`config.mk`:
```
export PLATFORM = sky130hd
export DESIGN_NAME = drive_frame_sequencer
export DESIGN_NICKNAME = d
export VERILOG_FILES = /design/src/rtl/drive_frame_sequencer_pkg.sv /design/src/rtl/drive_frame_sequencer_tick.sv /design/src/rtl/drive_frame_sequencer.sv
export SDC_FILE = /design/constraint.sdc
export NUM_CORES = 1
export LEC_CHECK = 0
export BUFFER_PORTS_ARGS = -buffer_cell sky130_fd_sc_hd__clkbuf_2
export CORE_UTILIZATION = 45
export DETAILED_ROUTE_END_ITERATION = 6
export PLACE_DENSITY = 0.59
export SYNTH_ARGS = -nofsm -noshare
export SYNTH_HDL_FRONTEND = slang
export SYNTH_SLANG_ARGS = --single-unit
export TNS_END_PERCENT = 1
```
`constraint.sdc`:
```
create_clock -name clk -period 3.5 [get_ports clk]
set_input_delay 0.7 -clock clk [delete_from_list [all_inputs] [get_ports clk]]
set_output_delay 0.7 -clock clk [all_outputs]
set_load 0.02 [all_outputs]
```
`src/rtl/drive_frame_sequencer_pkg.sv`:
```
// drive_frame_sequencer_pkg: OI drive opcode, radius constants, motion type codes, FSM states
package drive_frame_sequencer_pkg;
  localparam logic [7:0] OI_DRIVE = 8'd137;
  localparam logic [15:0] RAD_STRAIGHT = 16'h8000;
  localparam logic [15:0] RAD_LEFT = 16'h0001;
  localparam logic [15:0] RAD_RIGHT = 16'hFFFF;
  localparam logic [1:0] T_STOP = 2'b00;
  localparam logic [1:0] T_FWD = 2'b01;
  localparam logic [1:0] T_LEFT = 2'b10;
  localparam logic [1:0] T_RIGHT = 2'b11;
  localparam logic [31:0] STOP_FRAME = {16'h0000, RAD_STRAIGHT};
  typedef enum logic [2:0] {IDLE, SEND, RUN, SEND_STOP, DONE} state_t;
  function automatic logic [15:0] radius(input logic [1:0] t);
    return t == T_LEFT ? RAD_LEFT : t == T_RIGHT ? RAD_RIGHT : RAD_STRAIGHT;
  endfunction
endpackage

```
`src/rtl/drive_frame_sequencer_tick.sv`:
```
// motion_tick_gen: tick divider + duration counter; ports clk, rst(active-low), clear, load, duration[7:0] -> expired
module motion_tick_gen #(
  parameter int TICK_DIV = 50000
) (
  input  logic       clk,
  input  logic       rst,
  input  logic       clear,
  input  logic       load,
  input  logic [7:0] duration,
  output logic       expired
);
  localparam int DW = TICK_DIV > 1 ? $clog2(TICK_DIV) : 1;
  localparam logic [DW-1:0] DIV_MAX = DW'(TICK_DIV - 1);
  logic [DW-1:0] div;
  logic [7:0] ticks, dur;
  assign expired = !clear && div == DIV_MAX && ticks == dur - 8'd1;
  always_ff @(posedge clk) begin
    if (!rst) begin
      div <= '0;
      ticks <= '0;
      dur <= '0;
    end else begin
      if (load) dur <= duration;
      if (clear) begin
        div <= '0;
        ticks <= '0;
      end else if (div == DIV_MAX) begin
        div <= '0;
        ticks <= ticks + 8'd1;
      end else div <= div + 1'b1;
    end
  end
endmodule

```
`src/rtl/drive_frame_sequencer.sv`:
```
// drive_frame_sequencer: turns motion commands into OI drive frames for a UART; ports clk, rst(active-low), motion_command/motion_speed/cmd_strobe in, tx_data/tx_valid/tx_ready handshake, busy, motion_done
module drive_frame_sequencer
  import drive_frame_sequencer_pkg::*;
#(
  parameter int TICK_DIV = 50000,
  parameter int SPEED_STEP = 50
) (
  input  logic       clk,
  input  logic       rst,
  input  logic [9:0] motion_command,
  input  logic [2:0] motion_speed,
  input  logic       cmd_strobe,
  output logic [7:0] tx_data,
  output logic       tx_valid,
  input  logic       tx_ready,
  output logic       busy,
  output logic       motion_done
);
  state_t state, start_state;
  logic [31:0] frame, src_frame;
  logic [2:0] idx;
  logic pend, src_stop, frame_end, start, expired;
  logic [9:0] pend_cmd, src_cmd;
  logic [2:0] pend_spd, src_spd;
  logic [15:0] vel;
  always_comb begin
    src_cmd = cmd_strobe ? motion_command : pend_cmd;
    src_spd = cmd_strobe ? motion_speed : pend_spd;
    src_stop = src_cmd[9:8] == T_STOP || src_cmd[7:0] == 8'd0;
    vel = 16'(src_spd) * 16'(SPEED_STEP);
    src_frame = src_stop ? STOP_FRAME : {vel, radius(src_cmd[9:8])};
    start_state = src_stop ? SEND_STOP : SEND;
    frame_end = (state == SEND || state == SEND_STOP) && tx_ready && idx == 3'd4;
    start = ((cmd_strobe || pend) && (state == IDLE || frame_end)) || (state == RUN && cmd_strobe);
  end
  motion_tick_gen #(.TICK_DIV(TICK_DIV)) u_tick (
    .clk(clk),
    .rst(rst),
    .clear(state != RUN),
    .load(start),
    .duration(src_cmd[7:0]),
    .expired(expired)
  );
  always_ff @(posedge clk) begin
    if (!rst) begin
      state <= IDLE;
      tx_valid <= 1'b0;
      tx_data <= '0;
      busy <= 1'b0;
      motion_done <= 1'b0;
      pend <= 1'b0;
      pend_cmd <= '0;
      pend_spd <= '0;
      frame <= '0;
      idx <= '0;
    end else begin
      motion_done <= 1'b0;
      if (cmd_strobe && (state == SEND || state == SEND_STOP || state == DONE)) begin
        pend <= 1'b1;
        pend_cmd <= motion_command;
        pend_spd <= motion_speed;
      end
      case (state)
        SEND, SEND_STOP: if (tx_ready) begin
          if (idx == 3'd4) begin
            tx_valid <= 1'b0;
            idx <= '0;
            state <= state == SEND ? RUN : DONE;
            motion_done <= state == SEND_STOP;
          end else begin
            idx <= idx + 3'd1;
            tx_data <= frame[31:24];
            frame <= {frame[23:0], 8'h00};
          end
        end
        RUN: if (expired) begin
          state <= SEND_STOP;
          frame <= STOP_FRAME;
          tx_data <= OI_DRIVE;
          tx_valid <= 1'b1;
        end
        DONE: begin
          state <= IDLE;
          busy <= 1'b0;
        end
        default: ;
      endcase
      // a new or pending command overrides whatever the current state chose
      if (start) begin
        state <= start_state;
        frame <= src_frame;
        tx_data <= OI_DRIVE;
        tx_valid <= 1'b1;
        idx <= '0;
        busy <= 1'b1;
        pend <= 1'b0;
        motion_done <= 1'b0;
      end
    end
  end
endmodule
```
After elaboration in Yosys (flattened, before gate mapping) --
Cells that the tools add are included.
Word-level totals: bits in registers 95, logic and storage cells 101
Cells by class: multiply operators 1, reduce and logical (&&, ||, !) cells 31, mux-type cells 30, eq/ne operators 17, add/sub/neg operators 4, bitwise gates (word level) 4
Operator list (count):
- 32-bit 2-to-1 mux | 4
- 32-bit case mux with 2 select lines | 1
- 8-bit 2-to-1 mux | 4
- 25-bit 2-to-1 mux | 1
- 3-bit 2-to-1 mux | 7
- 16-bit by 1-bit adder with 16-bit output, second input constant | 1
- 16-bit == test, second input constant | 1
- 16-bit 2-to-1 mux | 1
- 8-bit case mux with 2 select lines | 1
- 4-bit AND reduction | 4
- 15-bit 2-to-1 mux | 1
- 3-bit inequality test, second input constant | 4
- 10-bit 2-to-1 mux | 1
- 3-bit case mux with 3 select lines | 1
- 8-bit by 1-bit adder with 8-bit output, second input constant | 1
- 8-bit == test | 1
- 8-bit zero test | 1
- 3-bit by 5-bit multiplier with 8-bit output, second input constant | 1
- 8-bit by 1-bit subtractor with 8-bit output, second input constant | 1
- 1-bit logical AND | 7
- 3-bit by 2-bit == test with 1-bit output, second input constant | 2
- 3-bit == test, second input constant | 2
- 1-bit logical OR | 6
- 1-bit 2-to-1 mux | 6
- 18 further kinds | 27

Depth between registers and ports, before layout --
Gate-level depths: netlist (run 1).
word-level depth 9, depth in mapped cells 11

Cells and area by module --
From an unflattened synthesis (run 1), not the netlist that was laid out.
Second synthesis, totals: cells, all modules 432, area, all modules 4001.3 µm²
By module, submodules not included:
- drive_frame_sequencer | area each 2344.7 µm², seq. area each 980.9 µm², cells each 245, instances 1
- motion_tick_gen | area each 1656.6 µm², seq. area each 640.6 µm², cells each 187, instances 1

Worst setup path after synthesis (run 1) --
OpenSTA, ideal clock, no wires.
kind reg2reg, start point reg u_tick.dur[0], end point reg frame[26], path buffers 3, setup slack 0.952 ns, library setup time 0.119 ns, arrival 2.429 ns, data required time 3.381 ns, stages on the path, launching flop included 12, cell sequence dfxtp_1 clkbuf_1 inv_1 ha_1 o21bai_1 a2111oi_0 a311oi_2 a2111oi_4 or2_1 buf_2 buf_2 o21ai_1
Between the ends: word-level cells in the longest chain between the ends 5
RTL lines:
- start, declared | RTL line drive_frame_sequencer_tick.sv:15 | logic [7:0] ticks, dur;
- start signal, assigned | RTL line drive_frame_sequencer_tick.sv:23 | if (load) dur <= duration;
- 8-bit by 1-bit subtractor with 8-bit output | RTL line drive_frame_sequencer_tick.sv:16 | assign expired = !clear && div == DIV_MAX && ticks == dur - 8'd1;
- 8-bit == test | RTL line drive_frame_sequencer_tick.sv:16
- 1-bit logical AND | RTL line drive_frame_sequencer_tick.sv:16
- 3-bit inequality test (no source line)
- 4-bit AND reduction (no source line)
- end signal, assigned | RTL line drive_frame_sequencer.sv:73 | frame <= {frame[23:0], 8'h00};
- end signal, assigned | RTL line drive_frame_sequencer.sv:91 | frame <= src_frame;
- end, declared | RTL line drive_frame_sequencer.sv:20 | logic [31:0] frame, src_frame;
Every way passes these cells. A chain may end at the register's enable or synchronous reset.

Worst setup path after layout (run 1) --
start point reg u_tick.dur[0], end point reg tx_data[7]
Between the ends: word-level cells in the longest chain between the ends 5
RTL lines:
- 8-bit by 1-bit subtractor with 8-bit output | RTL line drive_frame_sequencer_tick.sv:16
- 8-bit == test | RTL line drive_frame_sequencer_tick.sv:16
- 1-bit logical AND | RTL line drive_frame_sequencer_tick.sv:16
- 3-bit inequality test (no source line)
- 4-bit AND reduction (no source line)
- end signal, assigned | RTL line drive_frame_sequencer.sv:72 | tx_data <= frame[31:24];
- end, declared | RTL line drive_frame_sequencer.sv:13 | output logic [7:0] tx_data,
Every way passes these cells.

==> out/qor.csv, run 1 <==
stage,metric,value,unit
die,row cnt,34,
die,io pins,28,
pwr,Pleak,1.82,nW
worst_setup_path,Reg2Reg Setup Slack,610,ps
drt,first-pass detailed-route iteration total,5,
synth,ys flop type,dfxtp_1,
worst_setup_path,CP Capture Point,tx_data[7]$_SDFFE_PN0P_,
global_routing,GRT Overall Usage,18.5,%
global_routing,largest net degree at the start of global routing,33,
drt,drt wl/cell,14.2,um
global_routing,initial antenna violation count,0,
drt,via density per instance,5.51,
placement,RePlAce Congestion,0.778,
worst_setup_path,R2R cell count,10,
global_routing,first-pass GRT wire length,14.4,mm
worst_setup_path,Crit Reg-Reg Startpoint,u_tick.dur[0]$_SDFFE_PN0N_,
clock_tree,Clock Tree Root,clkbuf_8,
clock_tree,Longest Clk Path Bufs,2,
timing,endpoints failing setup,0,
die,Core Footprint,0.00876,mm2
synth,Netlist cell types,55,
finish,final core occ,52.0,%
timing,setup tns final,0,ps
synth,"Seq/Total Area, Yosys",39.5,%
finish,area delta synth->final,11.1,%
synth,number of enable flip-flop cells after synthesis,0,
clock_tree,CTS tree,yes,
global_routing,layer with the highest usage,met2,
placement,dpl cell area,0.00430,mm2
timing,Slew @ Worst Pin,737,ps
timing,Fin. Hold Viols,0,
timing,RSZ-0062 raised after global routing,no,
die,initial core utilization,46.8,%
synth,Syn Std Cell Area,0.00410,mm2
clock_tree,hold buffer count at cts,0,
worst_setup_path,critical path arrival,3180,ps
global_routing,vias in the first global route,3064,
clock_tree,# H-tree levels,3,
flow_run,maxcap violations,0,
worst_setup_path,CP max FO,19,
synth,"Avg Cell Area, Syn",8.76,um2
drt,drt total wl,8.45,mm
worst_setup_path,endpoint class of the critical path,flip-flop,
worst_hold_path,Hold/Removal Path Class,flip-flop to flip-flop,
pwr,maximum vdd ir drop,0.356,mV
synth,Post-Synthesis Cells,468,
die,die area,0.00950,mm2
clock_tree,cts bufs inserted,9,
worst_setup_path,Worst Setup Start Kind,flip-flop,
synth,Yosys warnings,0,
worst_setup_path,crit path from,u_tick.dur[0]$_SDFFE_PN0N_,
worst_setup_path,worst r2r dst,tx_data[7]$_SDFFE_PN0P_,
drt,vias,3281,
finish,n_diodes,0,
timing,Final Max Slew Viols,0,
clock_tree,post-cts sizing count,0,
clock_tree,# Post-CTS Setup Buffers,0,
worst_setup_path,critical path class,flip-flop to flip-flop,
timing,Final period util,82.6,%
timing,minimum clock period,2890,ps
synth,Post-synth ARST share,0,%
worst_hold_path,hold depth,2,
status,status,"complete, no violations",
finish,Layout Nets,508,
clock_tree,Clock Latency Late Sink,350,ps
drt,DRT iter0 DRCs,94,
timing,fmax,0.346,GHz
clock_tree,"Reg clk slew, reported paths",90,ps
finish,Fill cells,839,
placement,Port Buffers,27,
drt,antenna violation net count after detailed routing,0,
finish,post-route cell area,0.00456,mm2
global_routing,met2 Resource Use GR,32.5,%
drt,drt drc,0,
timing,max_slew headroom,50.7,%
clock_tree,clock sinks,81,
synth,number of synthesized register bits,81,
die,Die Y-Extent,97.5,um
timing,Clock Skew,9.03,ps
global_routing,Global Route met1 Usage,23.0,%
global_routing,GRT overflow,0,
pwr,pwr dens,679,mW/mm2
placement,Detail Placement HPWL,6.05,mm
global_routing,M3 GR Usage,3.45,%
synth,Syn Nets,494,
finish,fraction of layout cells with a size suffix above 1,12.7,%
worst_setup_path,CP required,3780,ps
die,Die Wd,97.5,um
==> worst min-delay path by stage <==
stage,startpoint,end,slack (ps)
2_1_floorplan,u_tick.div[0]$_SDFF_PP0_,u_tick.div[0]$_SDFF_PP0_,420
3_3_place_gp,u_tick.div[0]$_SDFF_PP0_,u_tick.div[0]$_SDFF_PP0_,430
3_5_place_dp,frame[31]$_SDFFE_PN0P_,frame[31]$_SDFFE_PN0P_,440
4_1_cts,frame[31]$_SDFFE_PN0P_,frame[31]$_SDFFE_PN0P_,450
5_1_grt,tx_data[6]$_SDFFE_PP0P_,tx_data[6]$_SDFFE_PP0P_,470
6_report,frame[31]$_SDFFE_PN0P_,frame[31]$_SDFFE_PN0P_,450
==> stage by stage <==
step | std cells | hold WS (ps) | setup slack [ps] | power [mW]
final | 595 | 449 | 609 | 3.10
after global routing | 595 | 473 | 200 | 3.30
after CTS | 595 | 453 | 621 | 3.13
after detailed placement | 579 | 440 | 603 | 2.27
after global placement | 579 | 432 | 611 | 2.26
after floorplan | 468 | 418 | 952 | 2.03
==> kinds of logic after synthesis <==
family,Yosys count,share of synthesized area (%)
muxes,35,8.67
and+or+nand+nor,175,22.2
buffers and inverters,42,4.21
AOI/OAI and AO/OA,98,16.6
DFF,81,39.5
xor gates and xnor gates,28,5.98
adders and majority gates,9,2.75
==> synth_stat cells, types with 4 or more instances <==
master / number / area, um2
xor2_1: 19 / 166
nand4_1: 19 / 119
mux2_2: 4 / 45.0
o21a_1: 4 / 30.0
nor3_1: 9 / 45.0
dfxtp_1: 81 / 1620
o211a_1: 8 / 80.1
clkbuf_1: 23 / 86.3
o21ai_0: 29 / 145
or3_1: 7 / 43.8
o311a_1: 6 / 60.1
inv_1: 12 / 45.0
nor2_1: 33 / 124
ha_1: 9 / 113
o21ai_1: 10 / 50.1
nor2b_1: 16 / 100
o31ai_1: 6 / 45.0
xnor2_1: 9 / 78.8
mux2i_1: 31 / 310
nand3_1: 8 / 40.0
o211ai_1: 6 / 45.0
a21oi_1: 12 / 60.1
nand2_1: 49 / 184
nor4_1: 5 / 31.3
nand2b_1: 6 / 37.5
==> cells in the final DEF, fill, tap and decap left out, types with 10 or more instances in the layout <==
master | Yosys | layout
mux2i_1 | 31 | 31
o21ai_0 | 29 | 29
nor2b_1 | 16 | 15
nand4_1 | 19 | 19
dfxtp_1 | 81 | 81
nor2_1 | 33 | 33
nand2_1 | 49 | 49
a21oi_1 | 12 | 12
clkbuf_2 | 0 | 27
inv_1 | 12 | 12
xor2_1 | 19 | 19
clkbuf_8 | 0 | 10
o21ai_1 | 10 | 10
==> registers in the layout, summed over array words and instances (netlist names) <==
register / cells
state: 3
pend_spd: 3
busy: 1
u_tick.ticks: 8
frame: 19
tx_data: 7
tx_valid: 1
u_tick.dur: 8
pend_cmd: 10
u_tick.div: 16
motion_done: 1
idx: 3
pend: 1
==> power by group <==
part,leakage (nW),switching [mW],internal [mW]
logic,1.04,0.604,0.423
clock network,0.123,0.351,0.496
registers,0.659,0.147,1.07
total,1.82,1.10,1.99
==> cell type report <==
class / count / area, um2 / share of cell area [%]
inverters: 12 / 45.0 / 0.989
clock buffers: 10 / 138 / 3.02
repair buffers: 33 / 193 / 4.23
flip-flops and latches: 81 / 1620 / 35.6
multi-input cells: 345 / 2310 / 50.7
clock inverters: 6 / 115 / 2.53
well taps: 108 / 135 / 2.97
==> per-layer routing <==
layer  share of wire [%]  vias to the layer above  wire (um)
met5                   0                        -          0
met4                 1.0                        0         88
met3                 2.1                        7        179
met2                  49                       29       4140
met1                  48                     1545       4040
li1                    -                     1700          -
==> worst max-delay path: stages, from the launching register on <==
cell and delay, ps:
dfxtp_1 460, inv_1 80, ha_1 290, o21bai_1 180, a2111oi_0 500, a311oi_2 120, a2111oi_4 320, buf_4 230
or2_1 260, buf_12 190, mux2i_1 180
No activity file was read; power rests on OpenSTA's default activity.
==> inputs of run 2 (changes only) <==
--- a/config.mk
+++ b/config.mk
@@ -8,7 +8,7 @@
 export BUFFER_PORTS_ARGS = -buffer_cell sky130_fd_sc_hd__clkbuf_2
 export CORE_UTILIZATION = 45
 export DETAILED_ROUTE_END_ITERATION = 6
-export PLACE_DENSITY = 0.59
+export PLACE_DENSITY = 0.62
 export SYNTH_ARGS = -nofsm -noshare
 export SYNTH_HDL_FRONTEND = slang
 export SYNTH_SLANG_ARGS = --single-unit
==> constraint.sdc (replaced) <==
create_clock -name clk -period 2.5 [get_ports clk]
set_input_delay 0.5 -clock clk [delete_from_list [all_inputs] [get_ports clk]]
set_output_delay 0.5 -clock clk [all_outputs]
set_load 0.02 [all_outputs]
==> run 2 against run 1 <==
Net effect:
- maximum frequency is 25% higher
- hold slack got worse by 30 ps
- register-to-register slack lost 420 ps
- global-route usage rose by 0.58 points
- critical path depth down 3
- die area unchanged
- critical path type unchanged
- critical endpoint is now tx_data[3]$_SDFFE_PN0P_
==> out/qor.csv, run 2 (synthesis results as in run 1) <==
stage,metric,value,unit
status,status,"complete, no violations",
worst_setup_path,Crit Reg-Reg Startpoint,u_tick.div[10]$_SDFF_PP0_,
worst_setup_path,crit-path cells,or4b_1 -> nor4_2 -> o2111ai_2 -> a2111oi_4 -> or2_1 -> buf_4 -> mux2i_1,
finish,n_diodes,0,
pwr,Comb power frac,37.8,%
die,io pins,28,
placement,dpl cell area,0.00443,mm2
worst_setup_path,crit path from,u_tick.div[10]$_SDFF_PP0_,
finish,Fill cells,866,
worst_hold_path,Hold/Removal Path Class,input port to flip-flop,
timing,Final Max Slew Viols,0,
worst_hold_path,Hold Path Origin,motion_speed[2],
timing,max_slew headroom,50.8,%
drt,vias,3402,
pwr,Clk pwr share,21.5,%
clock_tree,"Reg clk slew, reported paths",90,ps
timing,endpoints failing setup,0,
timing,Fin. Hold Viols,0,
drt,drt total wl,8.71,mm
die,initial core utilization,46.8,%
pwr,Cell Int Power,2.60,mW
drt,first-pass detailed-route iteration total,4,
finish,area delta synth->final,12.7,%
global_routing,initial antenna violation count,0,
clock_tree,# H-tree levels,3,
pwr,maximum vdd ir drop,0.447,mV
placement,Detail Placement HPWL,6.19,mm
worst_setup_path,Reg2Reg Setup Slack,190,ps
worst_setup_path,critical path arrival,2590,ps
finish,largest registers,"frame: 19 flops, u_tick.div: 16 flops, pend_cmd: 10 flops",
pwr,pwr dens,899,mW/mm2
timing,RSZ-0062 raised after global routing,no,
worst_setup_path,endpoint class of the critical path,flip-flop,
global_routing,GRT overflow,0,
global_routing,largest net degree at the start of global routing,46,
finish,Layout Nets,526,
timing,Final period util,92.5,%
drt,drt wl/cell,14.2,um
die,Die Wd,97.5,um
finish,post-route insts no fill,613,
die,Core Footprint,0.00876,mm2
pwr,switching power,1.56,mW
pwr,Sw Ratio,37.5,%
clock_tree,Longest Clk Path Bufs,2,
worst_setup_path,Worst Setup Start Kind,flip-flop,
finish,"most common cell after layout, fill and taps aside",dfxtp_1,
worst_setup_path,Max stage delay on crit path,540,ps
worst_setup_path,R2R cell count,7,
global_routing,GRT Overall Usage,19.1,%
timing,setup tns final,0,ps
clock_tree,# Post-CTS Setup Buffers,0,
timing,Clock Skew,9.83,ps
timing,minimum clock period,2310,ps
placement,Inst Count DP,597,
drt,antenna violation net count after detailed routing,0,
worst_setup_path,critical path class,flip-flop to flip-flop,
finish,Largest Register,frame,
drt,drt drc,0,
worst_setup_path,CP max FO,12,
finish,"commonest non-fill, non-tap cells in the layout","81 x dfxtp_1, 49 x nand2_1, 33 x nor2_1",
worst_setup_path,CP required,2780,ps
clock_tree,clock sinks,81,
timing,Slew @ Worst Pin,736,ps
flow_run,maxcap violations,0,
die,Die Y-Extent,97.5,um
clock_tree,cts bufs inserted,9,
placement,RePlAce Congestion,0.770,
finish,max reg flops,19,
clock_tree,Clock Latency Late Sink,350,ps
timing,fmax,0.433,GHz
die,row cnt,34,
worst_setup_path,worst r2r dst,tx_data[3]$_SDFFE_PN0P_,
drt,via density per instance,5.55,
worst_setup_path,CP Capture Point,tx_data[3]$_SDFFE_PN0P_,
drt,DRT iter0 DRCs,129,
die,die area,0.00950,mm2
worst_setup_path,slowest CP cell,or4b_1,
clock_tree,Clock Tree Root,clkbuf_8,
global_routing,vias in the first global route,3246,
finish,fraction of layout cells with a size suffix above 1,16.0,%
global_routing,first-pass GRT wire length,15.0,mm
pwr,Pleak,1.86,nW
finish,post-route cell area,0.00462,mm2
clock_tree,CTS tree,yes,
placement,Port Buffers,27,
pwr,Sequential Power Share,40.7,%
run 2: cell type report:
cell class | instances | area, um2 | area share [%]
multi-input cells | 345 | 2320 | 50.2
flip-flops and latches | 81 | 1620 | 35.1
repair buffers | 51 | 315 | 6.82
clock buffers | 12 | 155 | 3.36
well taps | 108 | 135 | 2.92
inverters | 12 | 45.0 | 0.975
clock inverters | 4 | 27.5 | 0.596
run 2: critical path, delay by kind of cell, from the launching register on:
kind | cells | cell delay (ps)
AO/OA/AOI/OAI | 2 | 540
multiplexers | 1 | 190
buffers and inverters | 1 | 190
flip-flops | 1 | 350
AND/OR/NAND/NOR | 3 | 960
run 2: worst min-delay path by stage:
stage                                     endpoint  slack, ps  cells past startpoint
final                     pend_spd[2]$_SDFFE_PN0P_        420                      3
after global placement    u_tick.div[0]$_SDFF_PP0_        430                      1
after CTS                 pend_spd[1]$_SDFFE_PN0P_        410                      3
after global routing      pend_spd[1]$_SDFFE_PN0P_        430                      3
after floorplan           u_tick.div[0]$_SDFF_PP0_        420                      1
after detailed placement  u_tick.div[0]$_SDFF_PP0_        440                      1
run 2: through the flow:
stage	util [%]	hold slack, ps	power [mW]	setup slack (ps)
floorplan	-	418	2.85	73.3
global placement	50.5	432	3.25	188
detailed placement	50.5	439	3.28	173
CTS	52.6	414	4.18	148
global route	52.7	427	4.43	35.3
finish	52.7	418	4.15	188
run 2: routing by layer:
layer	wire length, um	track usage, %	vias to the layer above
met5	0	0	-
met4	102	6.11	0
met3	154	3.60	11
met2	4130	32.2	29
met1	4320	24.7	1616
li1	-	-	1746
run 2: what timing repair did:
| action | CTS | global route |
|---|---|---|
| setup endpoints to repair | 0 | 7 |
| resized for setup | 0 | 2 |
| hold buffers | 0 | 0 |
| endpoints found under the hold margin | 0 | 0 |
run 2: power by group through the flow:
stage	Clock, mW	Sequential, mW	Combinational [mW]
2_1_floorplan	0	1.70	1.15
3_3_place_gp	0	1.72	1.53
3_5_place_dp	0	1.72	1.56
4_1_cts	0.919	1.69	1.57
5_1_grt	0.968	1.72	1.74
6_report	0.893	1.69	1.57
==> inputs of run 3 (changes only) <==
--- a/config.mk
+++ b/config.mk
@@ -5,10 +5,10 @@
 export SDC_FILE = /design/constraint.sdc
 export NUM_CORES = 1
 export LEC_CHECK = 0
-export BUFFER_PORTS_ARGS = -buffer_cell sky130_fd_sc_hd__clkbuf_2
 export CORE_UTILIZATION = 45
 export DETAILED_ROUTE_END_ITERATION = 6
-export PLACE_DENSITY = 0.62
+export DONT_BUFFER_PORTS = 1
+export PLACE_DENSITY = 0.59
 export SYNTH_ARGS = -nofsm -noshare
 export SYNTH_HDL_FRONTEND = slang
 export SYNTH_SLANG_ARGS = --single-unit
==> run 3 against run 2 <==
Net effect:
- first-iteration DRC count grew 3.9%
- setup slack lost 40 ps
- non-clock buffer count shrank 29
- utilization shrank 1.0 points
- sequential share of layout area grew 0.71 points
==> out/qor.csv, run 3 (synthesis results as in run 1) <==
stage,metric,value,unit
status,status,"complete, no violations",
global_routing,largest net degree at the start of global routing,56,
pwr,maximum vdd ir drop,0.398,mV
pwr,pwr dens,944,mW/mm2
drt,via density per instance,5.72,
finish,area delta synth->final,10.5,%
clock_tree,Longest Clk Path Bufs,2,
worst_setup_path,CP max FO,24,
timing,fmax,0.425,GHz
drt,drt total wl,8.56,mm
finish,max reg flops,19,
worst_setup_path,crit-path cells,ha_1 -> nand3_1 -> nor4_2 -> o2111ai_1 -> a2111oi_4 -> or2_1 -> buf_12 -> mux2i_1,
placement,Port Buffers,0,
worst_setup_path,WP buf/inv,1,
placement,Detail Placement HPWL,6.09,mm
drt,DRT iter0 DRCs,134,
worst_hold_path,Hold/Removal Path Class,input port to flip-flop,
clock_tree,"Reg clk slew, reported paths",80,ps
global_routing,GRT Overall Usage,18.7,%
finish,largest registers,"frame: 19 flops, u_tick.div: 16 flops, pend_cmd: 10 flops",
worst_setup_path,critical path arrival,2630,ps
die,die area,0.00950,mm2
timing,RSZ-0062 raised after global routing,no,
drt,drt drc,0,
worst_setup_path,endpoint class of the critical path,flip-flop,
finish,Storage cell area,0.00162,mm2
clock_tree,Clock Tree Root,clkbuf_8,
flow_run,maxcap violations,0,
timing,minimum clock period,2350,ps
finish,Fill cells,844,
clock_tree,cts bufs inserted,9,
finish,"commonest non-fill, non-tap cells in the layout","81 x dfxtp_1, 49 x nand2_1, 33 x nor2_1",
placement,dpl ws,155,ps
die,Die Y-Extent,97.5,um
global_routing,first-pass GRT wire length,14.5,mm
worst_setup_path,"CP delay by family, top",simple AND/OR/NAND/NOR gates,
die,io pins,28,
placement,dpl cell area,0.00429,mm2
timing,worst setup margin,148,ps
worst_setup_path,CP required,2780,ps
finish,footprint of the multi-input gates,0.00233,mm2
worst_setup_path,slowest CP cell,a2111oi_4,
die,row cnt,34,
clock_tree,# H-tree levels,3,
pwr,overall power,4.28,mW
timing,max_slew headroom,52.2,%
worst_setup_path,Worst Setup Start Kind,flip-flop,
clock_tree,CTS tree,yes,
timing,Slew @ Worst Pin,715,ps
die,Die Wd,97.5,um
finish,Largest Register,frame,
clock_tree,Clock Latency Late Sink,350,ps
die,initial core utilization,46.8,%
die,Core Footprint,0.00876,mm2
clock_tree,clock sinks,81,
timing,Final Max Slew Viols,0,
timing,setup tns final,0,ps
placement,RePlAce Congestion,0.848,
worst_setup_path,critical path class,flip-flop to flip-flop,
finish,final core occ,51.7,%
clock_tree,hold buffer count at cts,0,
worst_setup_path,Max stage delay on crit path,370,ps
global_routing,vias in the first global route,3240,
finish,post-route cell area,0.00453,mm2
drt,vias,3338,
global_routing,GRT overflow,0,
timing,Fin. Hold Viols,0,
drt,first-pass detailed-route iteration total,4,
pwr,Pleak,1.77,nW
global_routing,initial antenna violation count,0,
finish,"most common cell after layout, fill and taps aside",dfxtp_1,
finish,Layout Nets,497,
drt,drt wl/cell,14.7,um
timing,Final period util,94.1,%
finish,n_diodes,0,
timing,Clock Skew,10.6,ps
finish,fraction of layout cells with a size suffix above 1,10.7,%
drt,antenna violation net count after detailed routing,0,
timing,endpoints failing setup,0,
==> run 3: cell count changes in the layout (fill, tap and decap cells not counted), moves of 2 or more <==
cell,before,now
clkinvlp_4,3,1
clkbuf_2,27,0
bufinv_16,0,2
buf_4,24,21
==> run 3: layout make-up <==
class	instances	area share, %
flip-flops and latches	81	35.8
well taps	108	2.98
inverters	12	0.994
multi-input cells	345	51.4
clock buffers	12	3.20
repair buffers	22	3.92
clock inverters	4	1.68
==> run 3: timing repair <==
item                                    CTS  global route
buffers inserted                          0             0
resized for setup                         0             3
endpoints found under the setup margin    0             5
==> run 3: metrics by stage <==
stage | hold slack (ps) | instances
after CTS | 254 | 584
after detailed placement | 441 | 568
after global routing | 254 | 584
after floorplan | 418 | 468
final | 271 | 584
after global placement | 432 | 568
==> run 3: power by group <==
part	leakage (nW)	switching, mW	internal, mW
clock network	0.107	0.467	0.593
registers	0.659	0.228	1.50
logic	1.00	0.824	0.660
total	1.77	1.52	2.76
==> run 3: worst paths after layout <==
path,from,endpoint,slack (ps),cells after the start
setup / recovery,u_tick.div[0]$_SDFF_PP0_,tx_data[7]$_SDFFE_PN0P_,150,8
hold / removal,rst,frame[7]$_SDFFE_PN0P_,270,1
setup reg to reg,u_tick.div[0]$_SDFF_PP0_,tx_data[7]$_SDFFE_PN0P_,150,8
hold reg to reg,u_tick.div[0]$_SDFF_PP0_,u_tick.div[0]$_SDFF_PP0_,450,1
==> run 3: layer usage <==
metal / vias up / GRT usage (%) / routed length [um]
met4: 0 / 8.03 / 131
met1: 1601 / 22.6 / 4000
met2: 40 / 31.2 / 4160
met5: - / 0 / 0
met3: 12 / 5.04 / 266
li1: 1685 / - / -
